==> config.mk <==
export PLATFORM = sky130hd
export DESIGN_NAME = poly_modq_reduce_stream
export DESIGN_NICKNAME = d
export VERILOG_FILES = /design/src/rtl/poly_modq_reduce_stream.sv
export SDC_FILE = /design/constraint.sdc
export NUM_CORES = 1
export LEC_CHECK = 0
export ABC_AREA = 1
export ABC_CLOCK_PERIOD_IN_PS = 2000
export BUFFER_PORTS_ARGS = -buffer_cell sky130_fd_sc_hd__buf_2
export CORE_MARGIN = 2
export CORE_UTILIZATION = 49
export CTS_CLUSTER_DIAMETER = 200
export DETAILED_ROUTE_END_ITERATION = 10
export HOLD_SLACK_MARGIN = 0.06
export MAX_ROUTING_LAYER = met4
export PLACE_DENSITY = 0.71
export SETUP_SLACK_MARGIN = 0.1
export SYNTH_ARGS = -nofsm -noshare
export SYNTH_HDL_FRONTEND = slang
export SYNTH_SLANG_ARGS = --single-unit
==> constraint.sdc <==
create_clock -name clk -period 2 [get_ports clk]
set_input_delay 0.1 -clock clk [delete_from_list [all_inputs] [get_ports clk]]
set_output_delay 0.1 -clock clk [all_outputs]
set_load 0.005 [all_outputs]
==> src/rtl/poly_modq_reduce_stream.sv <==
// Streaming mod-Q reducer: takes a raw 13-bit adder sum and returns a canonical coefficient in [0,Q).
// Define MODQ_REDUCE_RANGE_CHECK_EN to build the sticky err_range flag for in_sum >= 2*Q.
module poly_modq_reduce_stream #(
  parameter int DATA_WID = 12,
  parameter int Q        = 3329,
  parameter int N_COEFF  = 256
) (
  input  logic                clk,
  input  logic                rst_n,
  input  logic                in_valid,
  output logic                in_ready,
  input  logic [DATA_WID:0]   in_sum,
  output logic                out_valid,
  input  logic                out_ready,
  output logic [DATA_WID-1:0] out_coeff,
  output logic                out_last,
  output logic                poly_done,
  output logic                err_range
);

  localparam int IDX_W = (N_COEFF > 1) ? $clog2(N_COEFF) : 1;
  localparam logic [IDX_W-1:0]    LAST_IDX = IDX_W'(N_COEFF - 1);
  localparam logic [DATA_WID+1:0] Q_EXT    = (DATA_WID + 2)'(Q);

  logic                en;
  logic                accept;
  logic                s1_valid;
  logic                s1_last;
  logic [DATA_WID:0]   s1_sum;
  logic [DATA_WID+1:0] diff;
  logic [DATA_WID-1:0] reduced;
  logic [IDX_W-1:0]    idx_in;
  logic                unused_bits;

  // The whole pipe advances together; it only freezes when the output beat is stuck.
  assign en       = !out_valid || out_ready;
  assign in_ready = en;
  assign accept   = in_valid && en;

  // One conditional subtraction: a negative diff means the sum was already below Q.
  assign diff        = {1'b0, s1_sum} - Q_EXT;
  assign reduced     = diff[DATA_WID+1] ? s1_sum[DATA_WID-1:0] : diff[DATA_WID-1:0];
  assign unused_bits = &{1'b0, diff[DATA_WID], s1_sum[DATA_WID]};

  assign poly_done = out_valid && out_ready && out_last;

  always_ff @(posedge clk or negedge rst_n) begin
    if (!rst_n) begin
      idx_in <= '0;
    end else if (accept) begin
      idx_in <= (idx_in == LAST_IDX) ? '0 : idx_in + 1'b1;
    end
  end

  always_ff @(posedge clk or negedge rst_n) begin
    if (!rst_n) begin
      s1_valid <= 1'b0;
      s1_sum   <= '0;
      s1_last  <= 1'b0;
    end else if (en) begin
      s1_valid <= in_valid;
      s1_sum   <= in_sum;
      s1_last  <= in_valid && (idx_in == LAST_IDX);
    end
  end

  // Output register; coefficient only reloads on real data so bubbles leave it untouched.
  always_ff @(posedge clk or negedge rst_n) begin
    if (!rst_n) begin
      out_valid <= 1'b0;
      out_coeff <= '0;
      out_last  <= 1'b0;
    end else if (en) begin
      out_valid <= s1_valid;
      out_last  <= s1_valid && s1_last;
      if (s1_valid) begin
        out_coeff <= reduced;
      end
    end
  end

`ifdef MODQ_REDUCE_RANGE_CHECK_EN
  localparam logic [DATA_WID:0] TWO_Q = (DATA_WID + 1)'(2 * Q);

  always_ff @(posedge clk or negedge rst_n) begin
    if (!rst_n) begin
      err_range <= 1'b0;
    end else if (accept && (in_sum >= TWO_Q)) begin
      err_range <= 1'b1;
    end
  end
`else
  assign err_range = 1'b0;
`endif

endmodule

==> impl_summary.txt, run 1 <==
----------------------------------------------------
[Status]
  Run status ... finished, final reports clean

[Yosys]
  Cell count after synthesis ... between 200 and 250
  Xor/xnor cell area share of the yosys netlist ... 0.0318
  Post-synth ARST share ... 1.00
  Library cell with the largest summed area after synthesis ... sky130_fd_sc_hd__dfrtp_1
  Synth cell count leaders ... sky130_fd_sc_hd__nand2_1, sky130_fd_sc_hd__dfrtp_1, sky130_fd_sc_hd__inv_1
  Top cell type's share of synthesized area ... 0.480
  Fraction of the mapped netlist area in compound gates ... 0.0811
  Synth warn ... 0
  Arithmetic-cell share of the synthesized area counting full adders, half adders and majority gates ... 0.0130
  Most area-consuming cells after synthesis ... sky130_fd_sc_hd__dfrtp_1, sky130_fd_sc_hd__nand2_1, sky130_fd_sc_hd__inv_1
  Main synth FF type ... sky130_fd_sc_hd__dfrtp_1
  Number of enable-type register cells in the synthesized netlist ... 0
  Dominant cell by count in the synthesized netlist ... sky130_fd_sc_hd__nand2_1
  Count of cell types in the netlist ... 29
  Synth Area per Inst ... about 8 um2
  Share of synthesized area spent on multiplexers ... 0
  Largest family of logic cells by synthesized area ... simple AND/OR/NAND/NOR gates
  Post-Syn Area ... around 1900 um2
  Net count of the mapped netlist ... about 270
  Simple-gate share of the synthesized area ... 0.311
  Sequential area share after synthesis ... 0.480
  Register bit total from synthesis ... 37

[Floorplanning]
  Die Width ... ~67 um
  Num rows ... 22
  Core outline area ... roughly 3700 um2
  Top-Level Pins ... 34
  Die footprint ... ~4500 um2
  Starting density of the core ... 0.519
  Height of the die ... 66.7 um

[Clock tree]
  Buffers inserted during post-CTS setup optimization ... 0
  CTS tree ... yes
  Clock slew at reported path FFs ... ~0.08 ns
  Clk sinks ... 37
  Clock insertion delay at the later pin of the skew report ... roughly 0.30 ns
  Buffer levels on the longest clock path ... 2
  Gates resized, CTS repair ... 0
  H-tree level count ... 2
  Clock Tree Root ... sky130_fd_sc_hd__clkbuf_8
  CTS Hold Buffers Added ... 14
  Number of buffers created by CTS ... 5

[Setup path]
  CP startpoint kind ... flop
  Top delay family on crit path ... simple AND/OR/NAND/NOR gates
  Worst Path Max Fanout ... 5
  Most used cell, CP ... sky130_fd_sc_hd__nand2_1
  Number of logic stages on the critical path including buffering ... 11
  Critical Path End Type ... flop
  FF-to-FF End ... out_coeff[10]$_DFFE_PN0P_
  Origin of the critical flop-to-flop path ... s1_sum[0]$_DFFE_PN0N_
  Worst Setup SP ... s1_sum[0]$_DFFE_PN0N_
  CP cell instances ... inv_1 > ha_1 > nand2_1 > nor2_1 > nand2_1 > nand2_1 > nand2_1 > nand2_1 > nand2_1 > nand3_1 > nand2_1
  Data required time of the worst path ... between 2 and 2.5 ns
  Crit path max-delay cell type ... sky130_fd_sc_hd__dfrtp_1
  Number of cell instances on the worst register-to-register path ... 11
  Type of the worst setup path ... reg -> reg
  Total buffers and inverters traversed by the critical path ... 1
  Worst setup path endpoint ... out_coeff[10]$_DFFE_PN0P_
  Slowest cell delay on critical path ... 0.38 ns
  Critical path arrival ... approximately 1.8 ns
  Worst reg2reg setup slack ... between 0.4 and 0.5 ns

[STA]
  Post-route worst hold slack ... about 0.17 ns
  Final setup violating endpoints ... 0
  Least-Margin Pin Slew ... between 0.8 and 0.9 ns
  Share of the clock period used by the worst path ... 0.785
  Final WS setup ... between 0.4 and 0.5 ns
  Setup skew after layout ... between 0.01 and 0.015 ns
  Worst relative slew slack ... 0.458
  Post-Route Setup TNS ... 0 ns
  Unrepaired setup endpoints after global routing ... no
  Count of endpoints failing hold in the final timing report ... 0
  Final Max Tran Viols ... 0
  Final critical-path required period ... between 1.5 and 2 ns
  Maximum operating frequency ... between 0.6 and 0.7 GHz

[Placed design]
  DP Cell Count ... ~320
  HPWL after DPL ... roughly 2700 um
  Final Wtd Congestion ... between 0.8 and 0.9
  Input/output buffers ... 32
  DP Worst Slack ... around 0.44 ns

[Drt]
  Number of DRC markers after the initial detailed-route iteration ... 73
  Count of antenna-violating nets left after detailed routing ... 0
  Drt first pass iters ... 4
  Detailed-route wire length ... slightly below 4000 um
  Average vias per placed instance ... 4.78
  Post-detailed-route DRC marker count ... 0
  Routed WL per cell ... 11.2 um
  Via count ... approximately 1.6k

[Run]
  Maxcap violations ... 0

[Finish]
  Post-layout net count ... 315
  Proportion of layout cells with a drive suffix above 1 ... 0.192
  Fill cell instance count of the final layout ... 350
  Final non-filler cell total ... 345
  Area growth, synth to finish ... 22.6%
  End-of-flow core utilization ... 0.636
  Number of diodes ... 0

[Hold path]
  Worst min path class ... in -> reg
  Worst Min Path Start ... in_valid

[Power and ir drop]
  Pleak ... around 0.0013 uW
  IR drop worst, VDD ... around 0.00076 V
  PwrDens ... between 900 and 1000 nW/um2

[GRT]
  Aggregate global-route resource usage ... 0.208
  First-pass GRT wire length ... ~6700 um
  Maximum number of pins on one net before global-route repair ... 38
  Number of global-route vias before repair ... 1,550
  Number of antenna violations at the first check in global routing ... 0
  Final global-route overflow total ... 0

----------------------------------------------------
==> state kept, by name, indices dropped and copies added, names as in the netlist <==
register / cells
out_last: 1
idx_in: 8
s1_sum: 13
out_coeff: 12
out_valid: 1
s1_last: 1
s1_valid: 1
==> kinds of logic (layout without fill, tap and decap cells) <==
| logic type | Yosys count | count (layout) |
|---|---|---|
| other | 1 | 1 |
| buffers and inverters | 36 | 86 |
| adders and majority gates | 2 | 2 |
| xor gates and xnor gates | 7 | 7 |
| AOI/OAI and AO/OA | 28 | 28 |
| and+or+nand+nor | 136 | 136 |
| DFF | 37 | 37 |
==> power by group <==
| group | switching [uW] | internal, uW |
|---|---|---|
| clock network | 269 | 311 |
| logic | 366 | 267 |
| registers | 116 | 924 |
| total | 751 | 1500 |
==> metal layers <==
layer | share of wire | vias up | track usage | routed length (um)
met5 | 0 | - | - | 0
met4 | 0.017 | 0 | 0.0893 | 64
met3 | 0.033 | 7 | 0.0456 | 126
met2 | 0.46 | 25 | 0.341 | 1790
met1 | 0.49 | 746 | 0.248 | 1880
li1 | - | 871 | - | -
==> worst reg2reg max path, cell delays in order (launching register included) <==
cell	delay, ns
sky130_fd_sc_hd__dfrtp_1	0.38
sky130_fd_sc_hd__inv_1	0.14
sky130_fd_sc_hd__ha_1	0.22
sky130_fd_sc_hd__nand2_1	0.09
sky130_fd_sc_hd__nor2_1	0.15
sky130_fd_sc_hd__nand2_1	0.12
sky130_fd_sc_hd__nand2_1	0.08
sky130_fd_sc_hd__nand2_1	0.06
sky130_fd_sc_hd__nand2_1	0.06
sky130_fd_sc_hd__nand2_1	0.06
sky130_fd_sc_hd__nand3_1	0.06
sky130_fd_sc_hd__nand2_1	0.05
==> worst min path at each step <==
stage	end	slack, ns	depth (start not counted)
finish	s1_valid$_DFFE_PN0N_	0.17	3
global route	s1_valid$_DFFE_PN0N_	0.21	3
CTS	s1_valid$_DFFE_PN0N_	0.17	3
detailed placement	out_coeff[6]$_DFFE_PN0P_	0.24	1
global placement	out_coeff[5]$_DFFE_PN0P_	0.24	1
floorplan	idx_in[0]$_DFFE_PN0P_	-0.20	0
==> cell usage in the layout (no fill, tap or decap) <==
master	instances
sky130_fd_sc_hd__nand2_2	1
sky130_fd_sc_hd__o21ai_1	1
sky130_fd_sc_hd__nor3_2	1
sky130_fd_sc_hd__o31ai_1	1
sky130_fd_sc_hd__a21oi_1	1
sky130_fd_sc_hd__conb_1	1
sky130_fd_sc_hd__inv_1	28
sky130_fd_sc_hd__xor2_1	5
sky130_fd_sc_hd__nand3_1	17
sky130_fd_sc_hd__buf_2	32
sky130_fd_sc_hd__ha_1	2
sky130_fd_sc_hd__dfrtp_1	37
sky130_fd_sc_hd__o21ai_2	3
sky130_fd_sc_hd__xnor2_1	2
sky130_fd_sc_hd__buf_4	3
sky130_fd_sc_hd__nor2_2	3
sky130_fd_sc_hd__nand3b_1	1
sky130_fd_sc_hd__nor2_1	12
sky130_fd_sc_hd__and3_1	1
sky130_fd_sc_hd__nor3_1	1
sky130_fd_sc_hd__nand4_1	2
sky130_fd_sc_hd__nand3_4	1
sky130_fd_sc_hd__clkbuf_8	7
sky130_fd_sc_hd__inv_2	1
sky130_fd_sc_hd__dlygate4sd3_1	14
sky130_fd_sc_hd__o21ai_0	20
sky130_fd_sc_hd__nand3_2	4
sky130_fd_sc_hd__o22ai_1	2
sky130_fd_sc_hd__nand2_1	92
sky130_fd_sc_hd__clkinv_2	1
==> stage by stage <==
step	area (um2)	total power, uW
6_report	2360	2250
5_1_grt	2360	2430
4_1_cts	2360	2280
3_5_place_dp	2120	1670
3_3_place_gp	2120	1660
2_1_floorplan	1930	1470
==> area by class of cell <==
type	instances	area, um2	area share
inverter	29	109	0.0460
tap	48	60.1	0.0254
multi-input combinational	174	846	0.358
clock inverter	1	5.00	0.00212
timing repair buffer	49	323	0.137
clock buffer	7	96.3	0.0407
sequential	37	926	0.392
(Power assumes the default switching activity.)
==> run 2, diff against run 1 <==
--- a/config.mk
+++ b/config.mk
@@ -6,7 +6,7 @@
 export NUM_CORES = 1
 export LEC_CHECK = 0
 export ABC_AREA = 1
-export ABC_CLOCK_PERIOD_IN_PS = 2000
+export ABC_CLOCK_PERIOD_IN_PS = 1400
 export BUFFER_PORTS_ARGS = -buffer_cell sky130_fd_sc_hd__buf_2
 export CORE_MARGIN = 2
 export CORE_UTILIZATION = 49
@@ -14,7 +14,7 @@
 export DETAILED_ROUTE_END_ITERATION = 10
 export HOLD_SLACK_MARGIN = 0.06
 export MAX_ROUTING_LAYER = met4
-export PLACE_DENSITY = 0.71
+export PLACE_DENSITY = 0.74
 export SETUP_SLACK_MARGIN = 0.1
 export SYNTH_ARGS = -nofsm -noshare
 export SYNTH_HDL_FRONTEND = slang
==> constraint.sdc (replaced) <==
create_clock -name clk -period 1.4 [get_ports clk]
set_input_delay 0.07 -clock clk [delete_from_list [all_inputs] [get_ports clk]]
set_output_delay 0.07 -clock clk [all_outputs]
set_load 0.005 [all_outputs]
==> run 2 against run 1 <==
  * The run now ends with negative setup slack left
  * Wire length is 44% higher
  * Combinational power up 120%
  * Via count is 20% higher
  * Final cell count rose by 9.9%
  * Design area up 22%
  * Count of clock-buffer cells in the layout unchanged
  * Maximum frequency increased by 6.8%
  * Global-route usage rose by 5.0 points
  * Critical path depth is 3 lower
  * First-iteration DRC count up 120%
  * Clock skew fell by 0.00063 ns
  * Sequential power up 46%
  * Largest power group unchanged
  * Highest routed layer unchanged
==> impl_summary.txt, run 2 (same netlist as run 1, synthesis figures left out) <==
----------------------------------------------------
[Clock tree]
  Buffer levels on the longest clock path ... 2 (unchanged)
  Clock insertion delay at the later pin of the skew report ... 0.29 ns (about the same)
  Clock Tree Root ... sky130_fd_sc_hd__clkbuf_8
  Clk sinks ... 37 (unchanged)
  Clock slew at reported path FFs ... 0.08 ns (about the same)
  Number of buffers created by CTS ... 5 (unchanged)
  H-tree level count ... 2 (unchanged)
  CTS tree ... yes

[Status]
  Violated checks ... negative setup slack
  Run status ... finished, violations left

[Setup path]
  Total buffers and inverters traversed by the critical path ... 2 (+1)
  Type of the worst setup path ... reg -> reg
  Data required time of the worst path ... 1.59 ns (-0.60 ns)
  Top delay family on crit path ... simple AND/OR/NAND/NOR gates
  Slowest cell delay on critical path ... 0.44 ns (+0.06 ns)
  Critical path arrival ... 1.66 ns (-0.10 ns)
  Critical Path End Type ... flop
  Crit path max-delay cell type ... sky130_fd_sc_hd__dfrtp_1
  CP startpoint kind ... flop
  CP cell instances ... nor2_4 > buf_4 > nand2_1 > nor2_4 > buf_6 > nand3_2 > nand3_1 > nand2_1
  Worst Path Max Fanout ... 3 (-2)

[Power and ir drop]
  PwrDens ... 1310 nW/um2 (+37%)
  IR drop worst, VDD ... 0.000984 V (+29%)
  Pleak ... 0.00149 uW (+17%)
  Sum of internal, switching and leakage power ... 3780 uW (+68%)

[Floorplanning]
  Die footprint ... 4450 um2 (unchanged)
  Core outline area ... 3720 um2 (unchanged)
  Die Width ... 66.7 um (unchanged)
  Starting density of the core ... 0.519 (unchanged)
  Top-Level Pins ... 34 (unchanged)
  Height of the die ... 66.7 um (unchanged)
  Num rows ... 22 (unchanged)

[Drt]
  Post-detailed-route DRC marker count ... 0 (unchanged)
  Number of DRC markers after the initial detailed-route iteration ... 161 (+120%)
  Detailed-route wire length ... 5550 um (+44%)
  Routed WL per cell ... 14.6 um (+31%)
  Via count ... 1,976 (+20%)
  Count of antenna-violating nets left after detailed routing ... 0 (unchanged)
  Average vias per placed instance ... 5.21 (+9.1%)
  Drt first pass iters ... 5 (+1)

[STA]
  Share of the clock period used by the worst path ... 1.05 (+0.266)
  Setup skew after layout ... 0.0105 ns (-0.000628 ns)
  Final critical-path required period ... 1.47 ns (-0.0994 ns)
  Maximum operating frequency ... 0.680 GHz (+6.8%)
  Final setup violating endpoints ... 9 (+9)
  Count of endpoints failing hold in the final timing report ... 0 (unchanged)
  Final Max Tran Viols ... 0 (unchanged)
  Final WS setup ... -0.0714 ns (-0.501 ns)
  Unrepaired setup endpoints after global routing ... yes
  Post-route worst hold slack ... 0.120 ns (-0.0466 ns)

[Placed design]
  Input/output buffers ... 32 (unchanged)
  DP Cell Count ... 339 (+5.0%)
  Final Wtd Congestion ... 0.913 (+7.5%)
  HPWL after DPL ... 2940 um (+10%)

[Finish]
  Area growth, synth to finish ... 49.9%
  Max reg flops ... 13 (unchanged)
  Largest register by flop count ... s1_sum
  Most frequent cells in the layout ... sky130_fd_sc_hd__nand2_1, sky130_fd_sc_hd__dfrtp_1, sky130_fd_sc_hd__buf_2
  Commonest non-fill, non-tap cell in the layout ... sky130_fd_sc_hd__nand2_1
  Proportion of layout cells with a drive suffix above 1 ... 0.423 (+0.231)
  Biggest regs ... s1_sum (13), out_coeff (12), idx_in (8)
  Post-layout net count ... 349 (+11%)
  Number of diodes ... 0 (unchanged)
  Final non-filler cell total ... 379 (+9.9%)

[GRT]
  Number of global-route vias before repair ... 1,857 (+20%)
  Final global-route overflow total ... 0 (unchanged)
  Number of antenna violations at the first check in global routing ... 0 (unchanged)
  First-pass GRT wire length ... 8210 um (+23%)
  Aggregate global-route resource usage ... 0.258 (+0.0497)
  Maximum number of pins on one net before global-route repair ... 21 (-45%)

[Run]
  Maxcap violations ... 0 (unchanged)

[Hold path]
  Worst min path class ... in -> reg

----------------------------------------------------
-- run 2: cell count changes in the layout (fill, tap and decap cells not counted), moves of 6 or more --
cell	previous run	this run
sky130_fd_sc_hd__nand3_4	1	8
sky130_fd_sc_hd__nor2_4	0	6
sky130_fd_sc_hd__nand3_1	17	11
sky130_fd_sc_hd__inv_2	1	11
sky130_fd_sc_hd__inv_1	28	16
sky130_fd_sc_hd__nand2_2	1	16
sky130_fd_sc_hd__nand2_1	92	72
sky130_fd_sc_hd__buf_4	3	30
-- run 2: worst min-delay path, delay by kind of cell --
kind | cells | cell delay (ns)
buffers and inverters | 1 | 0.11
AOI/OAI and AO/OA | 1 | 0.09
and+or+nand+nor | 1 | 0.10
-- run 2: per-layer routing --
metal  track usage  up-vias  part of all wire
met5             -        -                 0
met4         0.140        0             0.035
met3        0.0389       20             0.044
met2         0.424       74              0.51
met1         0.305      935              0.41
li1              -      947                 -
-- run 2: layout make-up --
| cell class | instances | area [um2] |
|---|---|---|
| clock inverter | 1 | 5.00 |
| fill | 259 | 826 |
| inverter | 29 | 114 |
| tap | 48 | 60.1 |
| timing repair buffer | 80 | 579 |
| clock buffer | 7 | 96.3 |
| multi-input combinational | 177 | 1110 |
| sequential | 37 | 927 |
-- run 2: what timing repair did --
item | 4_1_cts | 5_1_grt
buffers inserted | 6 | 10
cloned | 3 | 0
resized for setup | 35 | 36
endpoints found under the hold margin | 50 | 0
pin swaps | 14 | 25
hold buffers | 14 | 0
endpoints found under the setup margin | 15 | 20
-- run 2: worst paths after layout --
path	startpoint	endpoint	slack (ns)	cells after the start
worst min register to register	idx_in[4]$_DFFE_PN0P_	idx_in[4]$_DFFE_PN0P_	0.47	1
worst min-delay path	in_valid	s1_valid$_DFFE_PN0N_	0.12	3
min in group asynchronous	rst_n	s1_sum[6]$_DFFE_PN0N_	0.24	2
max in group asynchronous	rst_n	out_last$_DFFE_PN0N_	0.70	3
worst max-delay path	s1_sum[4]$_DFFE_PN0N_	out_coeff[7]$_DFFE_PN0P_	-0.07	8
worst max register to register	s1_sum[4]$_DFFE_PN0N_	out_coeff[7]$_DFFE_PN0P_	-0.07	8
-- run 2: per-stage QoR --
stage	utilization	worst slack [ns]	TNS (ns)	area (um2)
final	0.778	-0.0714	-0.241	2890
after global routing	0.778	-0.163	-1.36	2890
after CTS	0.728	0.0147	0	2710
after detailed placement	0.612	-0.0919	-0.214	2270
after global placement	0.612	-0.0385	-0.0719	2270
after floorplan	-	0.0873	0	1950
-- run 2: power by group --
part	leakage (uW)	switching [uW]	internal, uW
logic	0.000975	776	631
clock network	0.0000542	402	446
registers	0.000457	202	1320
